File: config.mk
export PLATFORM = sky130hd
export DESIGN_NAME = shreg_sequencer
export DESIGN_NICKNAME = d
export VERILOG_FILES = /design/src/rtl/shreg_sequencer.sv
export SDC_FILE = /design/constraint.sdc
export NUM_CORES = 1
export LEC_CHECK = 0
export BUFFER_PORTS_ARGS = -buffer_cell sky130_fd_sc_hd__buf_2
export CAP_MARGIN = 0
export CORE_ASPECT_RATIO = 0.7
export CORE_UTILIZATION = 40
export DETAILED_ROUTE_END_ITERATION = 6
export GPL_ROUTABILITY_DRIVEN = 0
export GPL_TIMING_DRIVEN = 0
export SLEW_MARGIN = 20
export SYNTH_ARGS = -nofsm -noshare
export SYNTH_HDL_FRONTEND = slang
export SYNTH_SLANG_ARGS = --single-unit
File: constraint.sdc
create_clock -name clk -period 4.3 [get_ports clk]
set_input_delay 0.43 -clock clk [delete_from_list [all_inputs] [get_ports clk]]
set_output_delay 0.43 -clock clk [all_outputs]
set_load 0.005 [all_outputs]
File: src/rtl/shreg_sequencer.sv
// Command sequencer for a 4-bit 74194-style universal shift register, with a shadow copy.
// Latency: LOAD 3 cycles accept-to-accept, shift of N takes N+2, count 0 takes 2.
// Backpressure: cmd_ready only in IDLE; commands offered while busy are not queued.
module shreg_sequencer #(
   parameter int CNT_W = 4
) (
   input  logic             clk,
   input  logic             CLR,
   input  logic             cmd_valid,
   output logic             cmd_ready,
   input  logic [1:0]       cmd_op,
   input  logic [3:0]       cmd_data,
   input  logic [CNT_W-1:0] cmd_count,
   input  logic             cmd_fill,
   output logic             S1,
   output logic             S0,
   output logic             A,
   output logic             B,
   output logic             C,
   output logic             D,
   output logic             SR_IN,
   output logic             SL_IN,
   output logic [3:0]       q_shadow,
   output logic             busy,
   output logic             done
);

   typedef enum logic [1:0] {IDLE, RUN, DONE} state_t;

   localparam logic [1:0] OP_LOAD = 2'd0;
   localparam logic [1:0] OP_SHR  = 2'd1;
   localparam logic [1:0] OP_ROTL = 2'd3;

   localparam logic [1:0] MODE_HOLD = 2'b00;
   localparam logic [1:0] MODE_SHR  = 2'b01;
   localparam logic [1:0] MODE_SHL  = 2'b10;
   localparam logic [1:0] MODE_LOAD = 2'b11;

   localparam logic [CNT_W-1:0] ONE = CNT_W'(1);

   state_t           state_q;
   logic [1:0]       mode_q;
   logic [1:0]       op_q;
   logic [3:0]       data_q;
   logic             fill_q;
   logic [CNT_W-1:0] rem_q;
   logic [3:0]       q_q;
   logic [3:0]       q_d;
   logic             sl_in;

   // Rotate feeds QA back into QD; plain shifts feed the latched fill bit.
   assign sl_in = (op_q == OP_ROTL) ? q_q[3] : fill_q;

   // Next shadow value: what the register does on this edge given the driven mode.
   always_comb begin
      q_d = q_q;
      case (mode_q)
         MODE_LOAD: q_d = data_q;
         MODE_SHR:  q_d = {fill_q, q_q[3:1]};
         MODE_SHL:  q_d = {q_q[2:0], sl_in};
         default:   q_d = q_q;
      endcase
   end

   // Control FSM: latch the command on accept, drive the mode for exactly rem edges, then pulse done.
   always_ff @(posedge clk or negedge CLR) begin
      if (!CLR) begin
         state_q <= IDLE;
         mode_q  <= MODE_HOLD;
         op_q    <= OP_LOAD;
         data_q  <= 4'b0000;
         fill_q  <= 1'b0;
         rem_q   <= '0;
         q_q     <= 4'b0000;
      end else begin
         case (state_q)
            IDLE: begin
               if (cmd_valid && cmd_ready) begin
                  op_q   <= cmd_op;
                  fill_q <= cmd_fill;
                  if (cmd_op == OP_LOAD) begin
                     mode_q  <= MODE_LOAD;
                     data_q  <= cmd_data;
                     rem_q   <= ONE;
                     state_q <= RUN;
                  end else if (cmd_count == '0) begin
                     // Zero-length shift: no register edge at all, straight to completion.
                     rem_q   <= '0;
                     state_q <= DONE;
                  end else begin
                     mode_q  <= (cmd_op == OP_SHR) ? MODE_SHR : MODE_SHL;
                     rem_q   <= cmd_count;
                     state_q <= RUN;
                  end
               end
            end
            RUN: begin
               q_q   <= q_d;
               rem_q <= rem_q - ONE;
               if (rem_q == ONE) begin
                  mode_q  <= MODE_HOLD;
                  state_q <= DONE;
               end
            end
            DONE: begin
               state_q <= IDLE;
            end
            default: begin
               state_q <= IDLE;
               mode_q  <= MODE_HOLD;
            end
         endcase
      end
   end

   assign cmd_ready = (state_q == IDLE);
   assign busy      = (state_q != IDLE);
   assign done      = (state_q == DONE);
   assign S1        = mode_q[1];
   assign S0        = mode_q[0];
   assign A         = data_q[3];
   assign B         = data_q[2];
   assign C         = data_q[1];
   assign D         = data_q[0];
   assign SR_IN     = fill_q;
   assign SL_IN     = sl_in;
   assign q_shadow  = q_q;

endmodule

=== Yosys cells after proc, flatten, opt, wreduce, memory -nomap -nowiden ===
Cells that the tools add are included.
W data, S select, Z words.

* Add/subtract/negate cells: 1
* Eq/ne operators: 11
* Muxes and demuxes: 17
* Bitwise gates (word level): 1
* Reductions and logical operators: 13

{| class="wikitable"
|+ Operators by type and width
! kind !! number
|-
| $mux W2 || 9
|-
| $mux W4 || 3
|-
| $pmux W4 S3 || 1
|-
| $eq A2 B2 Y1 const B || 4
|-
| $pmux W4 S2 || 1
|-
| $reduce_and A2 Y1 || 4
|-
| $eq A2 B1 Y1 const B || 3
|-
| $pmux W2 S3 || 1
|-
| $eq A4 B1 Y1 const B || 1
|-
| $logic_not A2 Y1 || 2
|-
| $logic_not A4 Y1 || 1
|-
| $pmux W2 S2 || 1
|-
| $reduce_and A4 Y1 || 1
|-
| $reduce_bool A2 Y1 || 2
|-
| $sub A4 B1 Y4 const B || 1
|-
| $ne A3 B3 Y1 const B || 1
|-
| $reduce_and A3 Y1 || 1
|-
| $reduce_bool A3 Y1 || 1
|-
| $ne A2 B1 Y1 const B || 1
|-
| $ne A2 B2 Y1 const B || 1
|-
| $logic_and A1 B1 Y1 || 1
|-
| $mux W1 || 1
|-
| $not A1 Y1 || 1
|}

* Flip-flop bits (word level): 19
* Output and inout bits: 15

=== Depth between registers and ports, before layout ===
Gate-level depths: netlist (run 1).

* Depth in word-level cells: 6
* Depth in mapped cells: 5

=== Worst setup path after synthesis (run 1) ===
OpenSTA, ideal clock, no wires.

* Path kind: register to register
* Start: register mode_q[1]
* End: register q_q[1], in the netlist q_shadow[1]
* Data arrival time: 1.277 ns
* Slack: 2.899 ns
* Stages on the path, launching flop included: 5
* Path buffers: 0
* Path through: dfrtp_1 inv_1 ha_1 nor3b_4 mux2_2

* Word-level cells in the longest chain between the ends: 3
* Elaborated cells between the ends (all ways): 6
* Classes of those cells: eq/ne: 3; mux: 1; reduce/logical: 2

{| class="wikitable"
|+ RTL lines
! what !! line !! text
|-
| start: declaration || 42 || <nowiki>logic [1:0] mode_q;</nowiki>
|-
| start signal: assignment || 91 || <nowiki>mode_q <= (cmd_op == OP_SHR) ? MODE_SHR : MODE_SHL;</nowiki>
|-
| $eq A2 B2 Y1 or $eq A2 B1 Y1 (tied branches) || 57 || <nowiki>case (mode_q)</nowiki>
|-
| $reduce_bool A3 Y1 (no source line) || - ||
|-
| $reduce_and A2 Y1 (no source line) || - ||
|-
| end signal: assignment || 98 || <nowiki>q_q <= q_d;</nowiki>
|-
| end: declaration || 47 || <nowiki>logic [3:0] q_q;</nowiki>
|}

Parallel ways exist; a longest one is shown, timed or not.
A chain may end at the register's enable or synchronous reset.

=== Final worst setup path (run 1) ===
* Start: register q_q[3], in the netlist q_shadow[3]
* End: output port SL_IN

* Word-level cells in the longest chain between the ends: 1

{| class="wikitable"
|+ RTL lines
! what !! line !! text
|-
| $mux W1 || 52 || <nowiki>assign sl_in = (op_q == OP_ROTL) ? q_q[3] : fill_q;</nowiki>
|-
| end: declaration || 22 || <nowiki>output logic SL_IN,</nowiki>
|}

No other way between the ends.

==> summary.txt, run 1 <==
Cells and area
  – Area Growth Syn to Fin: 21.5%
  – Share of cells above drive strength 1: 38.4%
  – Layout Nets: 145
  – Util after Layout: 52.0%
  – Diode count: 0

Floorplan
  – Starting density of the core: 42.8%
  – Chip height: 45.1 um
  – Die Area: 2860 um^2
  – IO Pins: 29
  – Cell Rows: 15
  – Core Footprint: 2480 um^2
  – Die Wd: 63.5 um

Run status
  – Status: finished clean

Yosys
  – Main area contributors after synthesis: dfrtp_1 45%, mux2_2 11%, ha_1 5.9%
  – Count leader, synth: dfrtp_1
  – Synthesized area: 1060 um^2
  – Register area share after synthesis: 44.9%
  – Cell count after synthesis: 93
  – Main synth FF type: dfrtp_1
  – EDFF count, synth: 0
  – Share of the synthesized area in the top cell type: 44.9%
  – Synth top cells by count: 19 x dfrtp_1, 10 x mux2_2, 7 x nor2_1
  – Ys async rst share: 100%
  – Synth cell types: 34
  – Net Count, Synth: 112
  – Synthesized area per cell: 11.4 um^2
  – #FFs+latches synth: 19
  – Cell taking the most area after synthesis: dfrtp_1
  – Synth warnings: 0

CTS
  – Cts hold-fix bufs: 0
  – Cts repair resizes: 0
  – CTS root buffer: clkbuf_8
  – Clock buffer count from CTS: 3
  – Later-pin clock latency in the skew report: 0.26 ns
  – Postcts setup bufs: 0
  – Clock-pin slew on the worst setup and hold paths: 0.07 ns
  – CTS tree: done
  – CTS HTree Levels: 1
  – Max Root-Sink Buffers: 2
  – Sink Count: 19

Placed design
  – Port bufs: 28
  – Pre-CTS setup slack: 2.82 ns
  – Hpwl dp: 1710 um

Routing
  – DRC viols: 0
  – Initial DRC count: 26
  – Drt via density: 5.19
  – DR pass1 iterations: 4
  – DRT antenna net count: 0
  – Vias: 825
  – Avg WL per Cell: 14.1 um
  – Post-Route WL: 2240 um

Timing
  – Least-Margin Pin Slew: 0.442 ns
  – RSZ-0062 raised after global routing: false
  – Slew HR: 70.5%
  – Max frequency: 581 MHz
  – Final worst-path cycle share: 40.0%
  – Final worst slack: 2.58 ns
  – TNS Setup: 0 ns
  – Clk_skew: 0.00207 ns
  – Slew Viols, Final: 0
  – Final setup viols: 0
  – Minimum clock period: 1.72 ns
  – Hold Violations, Final: 0

Global route
  – Vias in the first global route: 721
  – All-Layer GR Usage: 16.6%
  – Largest net degree at the start of global routing: 20
  – First-pass GRT wire length: 3550 um
  – GR Overflow Total: 0
  – Initial antenna violation count: 0

Worst setup path
  – Crit path max fanout: 4
  – Crit path arrival time: 1.29 ns
  – Setup crit start kind: register
  – Worst path required time: 3.87 ns
  – Type of the worst setup path: reg -> out
  – Setup crit end kind: output port
  – Reg2Reg Setup Slack: 2.82 ns

Power
  – Peak VDD IR: 0.000241 V
  – Pwr dens: 738 nW/um^2
  – Total Power: 0.950 mW
  – Leakage: 0.615 nW

Job
  – Max Cap Viol: 0

Hold path
  – Min-Delay Path Class: in -> async
-- cell type report --
| class | count | area (um^2) |
|---|---|---|
| Fill cell | 253 | 1190 |
| Multi-Input combinational cell | 68 | 558 |
| Buffer | 1 | 7.51 |
| Clock buffer | 4 | 45.0 |
| Sequential cell | 19 | 475 |
| Tap cell | 34 | 42.5 |
| Inverter | 5 | 18.8 |
| Timing Repair Buffer | 28 | 140 |
-- sequential cells by signal, indices dropped and copies added, names as in the netlist --
| name | count |
|---|---|
| state_q | 2 |
| mode_q | 2 |
| q_shadow | 4 |
| rem_q | 4 |
| op_q | 2 |
| data_q | 4 |
| SR_IN | 1 |
-- metrics by stage --
stage	cells	hold slack, ns	cell area, um^2
2_1_floorplan	93	0.134	1060
3_3_place_gp	155	0.396	1240
3_5_place_dp	155	0.397	1240
4_1_cts	159	0.118	1290
5_1_grt	159	0.134	1290
6_report	159	0.107	1290
-- cells by family (layout without fill, tap and decap cells) --
group,count (synthesis),after routing,share of synthesized area (%)
AOI/OAI and AO/OA,26,26,19.1
and+or+nand+nor,24,24,14.2
DFF,19,19,44.9
muxes,13,13,13.5
buffers and inverters,6,38,2.48
adders and majority gates,5,5,5.90
-- metal layers --
| metal | wire (um) | track usage [%] |
|---|---|---|
| met5 | 0 | 0 |
| met4 | 0 | 1.36 |
| met3 | 83 | 4.55 |
| met2 | 916 | 23.8 |
| met1 | 1240 | 25.5 |
-- layout by cell type, fill, tap and decap left out, types with 2 or more instances in the layout --
cell / count
a21boi_0: 2
a21oi_1: 4
a22o_1: 2
a22oi_1: 3
buf_2: 28
clkbuf_8: 3
dfrtp_1: 19
ha_1: 5
inv_1: 5
mux2_2: 10
mux2i_1: 3
nand2_1: 2
nand3_1: 2
nor2_1: 7
nor2b_1: 2
o21ai_0: 5
o21bai_1: 2
or2_2: 2
-- path summary, 6_finish.rpt --
| kind | end | cells after the start | from |
|---|---|---|---|
| worst max-delay path | SL_IN | 3 | q_shadow[3]$_DFFE_PN0P_ |
| worst min-delay path | q_shadow[0]$_DFFE_PN0P_ | 1 | CLR |
| worst max register to register | q_shadow[1]$_DFFE_PN0P_ | 4 | mode_q[1]$_DFFE_PN0P_ |
| worst min register to register | op_q[1]$_DFFE_PN0P_ | 1 | op_q[1]$_DFFE_PN0P_ |
| max in group asynchronous | op_q[1]$_DFFE_PN0P_ | 1 | CLR |
| min in group clk | data_q[1]$_DFFE_PN0P_ | 2 | cmd_data[1] |
-- report_power, final --
part           switching (mW)  total [mW]  internal, mW
Sequential             0.0910       0.360         0.269
Combinational           0.206       0.464         0.258
Clock                  0.0597       0.126        0.0659
-- worst max-delay path, stage by stage, from the launching register on --
cell and delay, ns:
dfrtp_1 0.42, and3_1 0.20, or2_2 0.29, buf_2 0.13
(Power assumes the default switching activity.)
==> run 2: changes to the inputs <==
==> constraint.sdc (replaced) <==
create_clock -name clk -period 1.59 [get_ports clk]
set_input_delay 0.159 -clock clk [delete_from_list [all_inputs] [get_ports clk]]
set_output_delay 0.159 -clock clk [all_outputs]
set_load 0.005 [all_outputs]
==> summary.txt, run 2 (synthesized netlist as in run 1, its figures left out) <==
Cells and area
  – Area Growth Syn to Fin: 22.4%
  – Fin area: 1300 um^2 (+0.78%)
  – Layout Nets: 146 (+0.69%)
  – Share of cells above drive strength 1: 38.1% (-0.30 points)
  – Diode count: 0 (unchanged)
  – Most frequent cells in the layout: 28 x buf_2, 19 x dfrtp_1, 10 x mux2_2
  – Most common cell after layout, fill and taps aside: buf_2

Worst setup path
  – Worst path required time: 1.73 ns (-2.14 ns)
  – Setup crit end kind: register
  – Crit path max fanout: 5 (+1)
  – Crit path arrival time: 1.62 ns (+0.33 ns)
  – Type of the worst setup path: reg -> reg
  – Cell family with most CP delay: flip-flops
  – Peak per-stage delay on the critical path: 0.39 ns (-0.03 ns)
  – Critical path's slowest cell: dfrtp_1
  – Crit path cell chain: inv_1 -> ha_1 -> nor3b_4 -> mux2_2
  – Bufs and invs on worst path: 1 (unchanged)
  – Setup crit start kind: register

Global route
  – Busiest metal layer after global routing: met1
  – Vias in the first global route: 729 (+1.1%)
  – Met3 usage: 4.55% (unchanged)
  – All-Layer GR Usage: 16.9% (+0.28 points)
  – Met1 Use GR: 25.8% (+0.32 points)
  – Routing usage on met2: 24.5% (+0.64 points)
  – Largest net degree at the start of global routing: 20 (unchanged)
  – First-pass GRT wire length: 3600 um (+1.4%)
  – GR Overflow Total: 0 (unchanged)
  – Initial antenna violation count: 0 (unchanged)

Timing
  – Max frequency: 676 MHz
  – Slew Viols, Final: 0 (unchanged)
  – Minimum clock period: 1.48 ns
  – Hold Violations, Final: 0 (unchanged)
  – Clk_skew: 0.00181 ns (-0.000261 ns)
  – Least-Margin Pin Slew: 0.443 ns (+0.000489 ns)
  – Slew HR: 70.5% (about the same)
  – TNS Setup: 0 ns (unchanged)
  – Final worst-path cycle share: 93.1%
  – Final setup viols: 0 (unchanged)
  – RSZ-0062 raised after global routing: false

Placed design
  – Hpwl dp: 1710 um (unchanged)
  – Port bufs: 28 (unchanged)
  – Cell area after placement: 1240 um^2 (unchanged)

CTS
  – Later-pin clock latency in the skew report: 0.26 ns (about the same)
  – CTS tree: done
  – Clock-pin slew on the worst setup and hold paths: 0.07 ns (about the same)
  – Sink Count: 19 (unchanged)
  – Cts repair resizes: 0 (unchanged)
  – Clock buffer count from CTS: 3 (unchanged)
  – Postcts setup bufs: 0 (unchanged)
  – Max Root-Sink Buffers: 2 (unchanged)
  – CTS root buffer: clkbuf_8
  – CTS HTree Levels: 1 (unchanged)

Job
  – Max Cap Viol: 0 (unchanged)

Floorplan
  – Die Area: 2860 um^2 (unchanged)
  – Die Wd: 63.5 um (unchanged)
  – Chip height: 45.1 um (unchanged)
  – Cell Rows: 15 (unchanged)
  – Starting density of the core: 42.8% (unchanged)
  – Core Footprint: 2480 um^2 (unchanged)
  – IO Pins: 29 (unchanged)

Routing
  – Initial DRC count: 20 (-23%)
  – Vias: 829 (+0.48%)
  – DR pass1 iterations: 4 (unchanged)
  – Drt via density: 5.18 (-0.14%)
  – DRT antenna net count: 0 (unchanged)
  – Post-Route WL: 2270 um (+1.3%)
  – DRC viols: 0 (unchanged)
  – Avg WL per Cell: 14.2 um (+0.71%)

Run status
  – Status: finished clean

Power
  – Peak VDD IR: 0.000650 V (+170%)
  – Leakage: 0.619 nW (+0.68%)
  – Pwr dens: 1980 nW/um^2 (+170%)

Hold path
  – Min-Delay Path Class: in -> reg
[run 2: cell types whose count changed in the layout (fill, tap and decap cells not counted)]
cell / delta
dlygate4sd3_1: +1
[run 2: layout make-up]
| class | count | area (um^2) |
|---|---|---|
| Tap cell | 34 | 42.5 |
| Multi-Input combinational cell | 68 | 558 |
| Inverter | 5 | 18.8 |
| Buffer | 1 | 7.51 |
| Clock buffer | 4 | 45.0 |
| Timing Repair Buffer | 29 | 150 |
| Sequential cell | 19 | 475 |
| Fill cell | 252 | 1180 |
[run 2: power by group]
part	internal (mW)	leakage (nW)	switching (mW)
combinational	0.699	0.371	0.559
clock	0.178	0.0228	0.160
sequential	0.728	0.225	0.246
[run 2: metrics by stage]
step	std cells	hold WS [ns]	utilization [%]	worst slack, ns	power, mW
floorplan	93	-0.137	-	0.189	1.83
global placement	155	0.125	50.2	0.115	2.21
detailed placement	155	0.126	50.2	0.107	2.24
CTS	160	0.126	52.4	0.0922	2.59
global route	160	0.129	52.4	0.0229	2.78
finish	160	0.133	52.4	0.110	2.57
[run 2: layer usage]
metal  wire length [um]  up-vias  part of all wire, %
li1                   -      414                    -
met1               1240      399                   55
met2                945       16                   42
met3                 81        0                  3.6
met4                  0        0                    0
met5                  0        -                    0
[run 2: final timing paths]
kind                       cells past startpoint                 endpoint  slack (ns)                  start
hold / removal                                 2    data_q[1]$_DFFE_PN0P_        0.13            cmd_data[1]
setup / recovery                               4  q_shadow[1]$_DFFE_PN0P_        0.11  mode_q[1]$_DFFE_PN0P_
setup reg to reg                               4  q_shadow[1]$_DFFE_PN0P_        0.11  mode_q[1]$_DFFE_PN0P_
hold reg to reg                                1      op_q[1]$_DFFE_PN0P_        0.52    op_q[1]$_DFFE_PN0P_
min in group asynchronous                      2  q_shadow[0]$_DFFE_PN0P_        0.39                    CLR
max in group asynchronous                      2      op_q[0]$_DFFE_PN0P_        0.89                    CLR
[run 2: timing repair]
action / CTS / global route
hold buffers: 1 / 0
setup endpoints to repair: 0 / 0
hold endpoints to repair: 19 / 0
